===== config.mk =====
export PLATFORM = sky130hd
export DESIGN_NAME = label_table_sched
export DESIGN_NICKNAME = d
export VERILOG_FILES = /design/src/rtl/label_table_sched.sv
export SDC_FILE = /design/constraint.sdc
export NUM_CORES = 1
export LEC_CHECK = 0
export ABC_AREA = 1
export BUFFER_PORTS_ARGS = -buffer_cell sky130_fd_sc_hd__clkbuf_2
export CAP_MARGIN = 0
export CORE_MARGIN = 8
export CORE_UTILIZATION = 47
export DETAILED_ROUTE_END_ITERATION = 7
export PLACE_DENSITY = 0.86
export RECOVER_POWER = 100
export SLEW_MARGIN = 20
export SYNTH_ARGS = -nofsm -noshare
export SYNTH_HDL_FRONTEND = slang
export SYNTH_SLANG_ARGS = --single-unit
export TNS_END_PERCENT = 20

===== constraint.sdc =====
create_clock -name Clk -period 3 [get_ports Clk]
set_clock_uncertainty 0.1 [all_clocks]
set_input_delay 0.6 -clock Clk [delete_from_list [all_inputs] [get_ports Clk]]
set_output_delay 0.6 -clock Clk [all_outputs]
set_load 0.05 [all_outputs]

===== src/rtl/label_table_sched.sv =====
// rtl/label_table_sched.sv - shares the single-port label-acceptance table between Rx lookups, host writes and a clear sweep
module label_table_sched #(
  parameter int NUM_CH  = 4,
  parameter int LABEL_W = 8,
  parameter int CH_W    = 2
) (
  input  logic                       Clk,
  input  logic                       Rst,
  input  logic [NUM_CH-1:0]          Req_valid,
  input  logic [NUM_CH*LABEL_W-1:0]  Req_label,
  output logic [NUM_CH-1:0]          Req_ack,
  output logic [NUM_CH-1:0]          Resp_valid,
  output logic [NUM_CH-1:0]          Resp_hit,
  input  logic                       Cfg_wr,
  input  logic [LABEL_W-1:0]         Cfg_adr,
  input  logic                       Cfg_en,
  input  logic                       Cfg_clear,
  output logic                       Cfg_busy,
  output logic                       Cfg_err,
  output logic                       Clear_done,
  output logic                       Tbl_wr,
  output logic                       Tbl_rd,
  output logic [LABEL_W-1:0]         Tbl_adr,
  output logic                       Tbl_din,
  input  logic                       Tbl_dout
);

  typedef enum logic {IDLE, CLEAR} state_t;

  state_t              state, state_nxt;
  logic [LABEL_W-1:0]  cnt, cnt_nxt;
  logic [CH_W-1:0]     rr;
  logic [CH_W-1:0]     grant_ch;
  logic                grant_found;
  logic                grant;
  logic                sweep_last;
  logic                p_valid;
  logic [CH_W-1:0]     p_ch;
  logic [NUM_CH-1:0]   p_onehot;
  logic                err_q;
  logic                done_q;
  logic [NUM_CH-1:0]   resp_valid_q;
  logic [NUM_CH-1:0]   resp_hit_q;

  // Round-robin search starting one past the last granted channel.
  always_comb begin
    grant_found = 1'b0;
    grant_ch    = '0;
    for (int k = 1; k <= NUM_CH; k++) begin
      if (!grant_found && Req_valid[CH_W'((int'(rr) + k) % NUM_CH)]) begin
        grant_found = 1'b1;
        grant_ch    = CH_W'((int'(rr) + k) % NUM_CH);
      end
    end
  end

  always_comb begin
    state_nxt  = state;
    cnt_nxt    = cnt;
    Tbl_wr     = 1'b0;
    Tbl_rd     = 1'b0;
    Tbl_adr    = '0;
    Tbl_din    = 1'b0;
    Req_ack    = '0;
    grant      = 1'b0;
    sweep_last = 1'b0;
    // While Rst is high no table access may slip out (the aborted sweep write included).
    if (!Rst) begin
      case (state)
        IDLE: begin
          if (Cfg_clear) begin
            state_nxt = CLEAR;
            cnt_nxt   = '0;
          end else if (Cfg_wr) begin
            Tbl_wr  = 1'b1;
            Tbl_adr = Cfg_adr;
            Tbl_din = Cfg_en;
          end else if (grant_found) begin
            grant             = 1'b1;
            Req_ack[grant_ch] = 1'b1;
            Tbl_rd            = 1'b1;
            Tbl_adr           = Req_label[int'(grant_ch)*LABEL_W +: LABEL_W];
          end
        end
        CLEAR: begin
          Tbl_wr  = 1'b1;
          Tbl_adr = cnt;
          Tbl_din = 1'b0;
          cnt_nxt = cnt + LABEL_W'(1);
          if (cnt == '1) begin
            state_nxt  = IDLE;
            sweep_last = 1'b1;
          end
        end
        default: state_nxt = IDLE;
      endcase
    end
  end

  assign p_onehot = NUM_CH'(1) << p_ch;

  always_ff @(posedge Clk) begin
    if (Rst) begin
      state        <= IDLE;
      cnt          <= '0;
      rr           <= CH_W'(NUM_CH - 1);
      p_valid      <= 1'b0;
      p_ch         <= '0;
      resp_valid_q <= '0;
      resp_hit_q   <= '0;
      err_q        <= 1'b0;
      done_q       <= 1'b0;
    end else begin
      state   <= state_nxt;
      cnt     <= cnt_nxt;
      if (grant) rr <= grant_ch;
      p_valid <= grant;
      p_ch    <= grant_ch;
      // Tbl_dout is valid the cycle after the read; register it into the response.
      resp_valid_q <= p_valid ? p_onehot : '0;
      resp_hit_q   <= (p_valid && Tbl_dout) ? p_onehot : '0;
      err_q        <= Cfg_wr && ((state == CLEAR) || Cfg_clear);
      done_q       <= sweep_last;
    end
  end

  assign Resp_valid = resp_valid_q;
  assign Resp_hit   = resp_hit_q;
  assign Cfg_busy   = (state == CLEAR);
  assign Cfg_err    = err_q;
  assign Clear_done = done_q;

endmodule


==> impl_metrics.tcl <==
set metrics [dict create \
    async_reset_ff_share_pct 0 \
    areaGrowthSynthToFinish_pct 42.5 \
    critPathKind "reg -> out" \
    cp-start-kind "register" \
    critPathLaunch "rr[0]$_SDFFE_PP1P_" \
    power_density_nw_per_um2 435 \
    synthesis.area_um2 1660 \
    p_clk_share_pct 22.3 \
    overflow 0 \
    crit_family "simple AND/OR/NAND/NOR gates" \
    pwr-share-seq_pct 33.3 \
    post-route-util_pct 70.2 \
    grt.total_usage_pct 17.9 \
    fin_crit_sh_pct 98.5 \
    leakagePower_uw 0.00120 \
    grt_max_degree 17 \
    coreArea_um2 3360 \
    slew_violations 0 \
    syn_nets 316 \
    required_ns 2.30 \
    fin_area_um2 2360 \
    critPathBufInv 3 \
    endpoint "Tbl_adr[3]" \
    cts_tree "done" \
    synth_ff_type "dfxtp_1" \
    clkLatencyLatePin_ns 0.31 \
    reg2reg_depth 12 \
    rsz0062_at_grt "yes" \
    fin_tns_setup_ns 0 \
    die_h_um 75.4 \
    vdd_ir_drop_max_v 0.000231 \
    cp_common_cell "nand2_1" \
    dp_cells 388 \
    routedWlPerCell_um 12.7 \
    grt.busiest_layer "met2" \
    instances_no_fill 393 \
    hold-path-cell-count 2 \
    finalHoldViolCount 0 \
    hpwl_um 4050 \
    grt_pass1_vias 1875 \
    die_area_um2 5680 \
    p_switching_uw 386 \
    intPower_uw 641 \
    cp_data_arrival_time_ns 2.25 \
    nFillCells 296 \
    syn_inst 265 \
    period_minus_slack_ns 2.95 \
    fmax_mhz 339 \
    slew_headroom_pct 59.7 \
    drt_wl_total_um 4980 \
    layout_commonest_cell "nand2_1" \
    drtIter0Drc 156 \
    h-tree-depth 1 \
    p_sw_share_pct 37.6 \
    die_x_um 75.4 \
    cts_sinks 24 \
    synth_edf_count 0 \
    ant_nets 0 \
    cp_cell_sequence "buf_6, nand2_1, nand2_2, nand2_1, nand2_2, nand2_2, nand2_1, nand2_2, nand3_4, buf_12, nand2_1, nand2_1, nand2_1, nand3_1, nand2_1, nand3_2, buf_12" \
    hold_path_class "reg -> reg" \
    grt_use_met1_pct 20.7 \
    drive_gt1_share_pct 32.3 \
    regToRegStartpoint "rr[0]$_SDFFE_PP1P_" \
    ys_seq_area_share_pct 29.0 \
    p_comb_share_pct 44.4 \
    avgSynthCellArea_um2 6.26 \
    vias_per_cell 5.07 \
    use_met2_pct 31.8 \
    n_antenna_cell 0 \
    grt_use_met3_pct 4.74 \
    ys_seq_elements 24 \
    vias 1992 \
    post_synth_num_cell_types 31 \
    outcome "finished, final reports clean" \
    cts-root-buf "clkbuf_4" \
    row_count 21 \
    grt_pass1_wl_um 8140 \
    path_clk_slew_ns 0.12 \
    nNetsFinal 399 \
    pin_count 76 \
    io_buffers 75 \
    r2r_end "rr[1]$_SDFFE_PP1P_" \
    drv_cap 0 \
    first_pass_iters 4 \
    ctsLongestPathBuffers 2 \
    antenna_found_initial 0 \
    ys_warn_count 0 \
    start_util_pct 49.3 \
    path_max_fanout 14 \
    mostFrequentLayoutCells "96 x nand2_1, 49 x clkbuf_2, 37 x nand3_1" \
    end_kind "primary output" \
    numCtsBuffers 3 \
    cp_slowest_cell "dfxtp_4" \
    placed_area_um2 2230 \
    tightest_slew_ns 0.607 \
    reg2reg_slack_ns 1.19 \
    drc 0 \
    cpPeakStageDelay_ns 0.38 \
    hold_slack_ns 0.415 \
    setup_violations 0 \
    cp.depth 17 \
    place_congestion 0.904 \
]
[metal layers]
metal,up-vias,wire length [µm]
li1,1030,-
met4,0,74
met3,8,470
met1,887,2090
met2,67,2350
met5,-,0
[synthesized netlist by cell type, types with 2 or more instances]
| cell type | n | area [µm²] |
|---|---|---|
| buf_6 | 4 | 45.0 |
| o21ai_0 | 3 | 15.0 |
| dfxtp_1 | 24 | 480 |
| nand3_2 | 6 | 60.1 |
| nor3_1 | 12 | 60.1 |
| nor2_1 | 20 | 75.1 |
| inv_1 | 20 | 75.1 |
| a32oi_1 | 2 | 17.5 |
| inv_2 | 2 | 7.51 |
| a21oi_1 | 4 | 20.0 |
| nand3_1 | 40 | 200 |
| nand2_1 | 99 | 372 |
| o21ai_2 | 2 | 17.5 |
| nand2_2 | 10 | 62.6 |
[kinds of logic after synthesis]
logic type | Yosys count | share of synthesized area (%)
buffers and inverters | 30 | 9.28
AO/OA/AOI/OAI | 17 | 7.32
adder cells (fa/ha/maj) | 1 | 0.755
AND/OR/NAND/NOR | 193 | 53.7
flip-flops | 24 | 29.0
[through the flow]
step / total power [µW] / setup WS [ns]
final: 1030 / 0.0460
after global routing: 1100 / -0.112
after CTS: 1020 / 0.00425
after detailed placement: 779 / 0.0854
after global placement: 771 / 0.127
after floorplan: 645 / 0.0533
[power by group through the flow]
stage | logic, µW | clock network (µW) | registers, µW
final | 456 | 230 | 342
after global routing | 501 | 250 | 344
after CTS | 443 | 232 | 342
after detailed placement | 430 | 0 | 349
after global placement | 423 | 0 | 348
after floorplan | 290 | 0 | 355
[what timing repair did]
item,in CTS,in global routing
cloned,0,0
hold buffers,0,0
endpoints found under the setup margin,11,12
setup buffers,1,0
resized for setup,12,21
pin swaps,1,2
[worst min-delay path, cell delays in order (launching register included)]
cell and delay [ns]:
dfxtp_1 0.36, inv_1 0.07, a21oi_1 0.05
[layout make-up]
| cell class | count | area, µm² | share of cell area (%) |
|---|---|---|---|
| timing repair buffer | 84 | 598 | 25.3 |
| clock buffer | 3 | 22.5 | 0.953 |
| tap | 46 | 57.6 | 2.44 |
| sequential | 24 | 488 | 20.7 |
| multi-input combinational | 211 | 1070 | 45.1 |
| clock inverter | 1 | 30.0 | 1.27 |
| inverter | 24 | 100 | 4.24 |
[state kept, by name, summed over array words and instances (netlist names)]
name	cells
cnt	8
Resp_hit	4
Resp_valid	4
p_ch	2
rr	2
Cfg_busy	1
Cfg_err	1
Clear_done	1
p_valid	1
[how the worst min path moves through the flow]
| stage | endpoint | startpoint |
|---|---|---|
| floorplan | cnt[7]$_SDFFE_PP0N_ | cnt[7]$_SDFFE_PP0N_ |
| global placement | cnt[2]$_SDFFE_PP0N_ | cnt[2]$_SDFFE_PP0N_ |
| detailed placement | cnt[2]$_SDFFE_PP0N_ | cnt[2]$_SDFFE_PP0N_ |
| CTS | cnt[2]$_SDFFE_PP0N_ | cnt[2]$_SDFFE_PP0N_ |
| global route | Resp_hit[1]$_SDFF_PP0_ | p_ch[1]$_SDFF_PP0_ |
| finish | cnt[2]$_SDFFE_PP0N_ | cnt[2]$_SDFFE_PP0N_ |
Note: power is estimated with default switching activity, not from simulation.
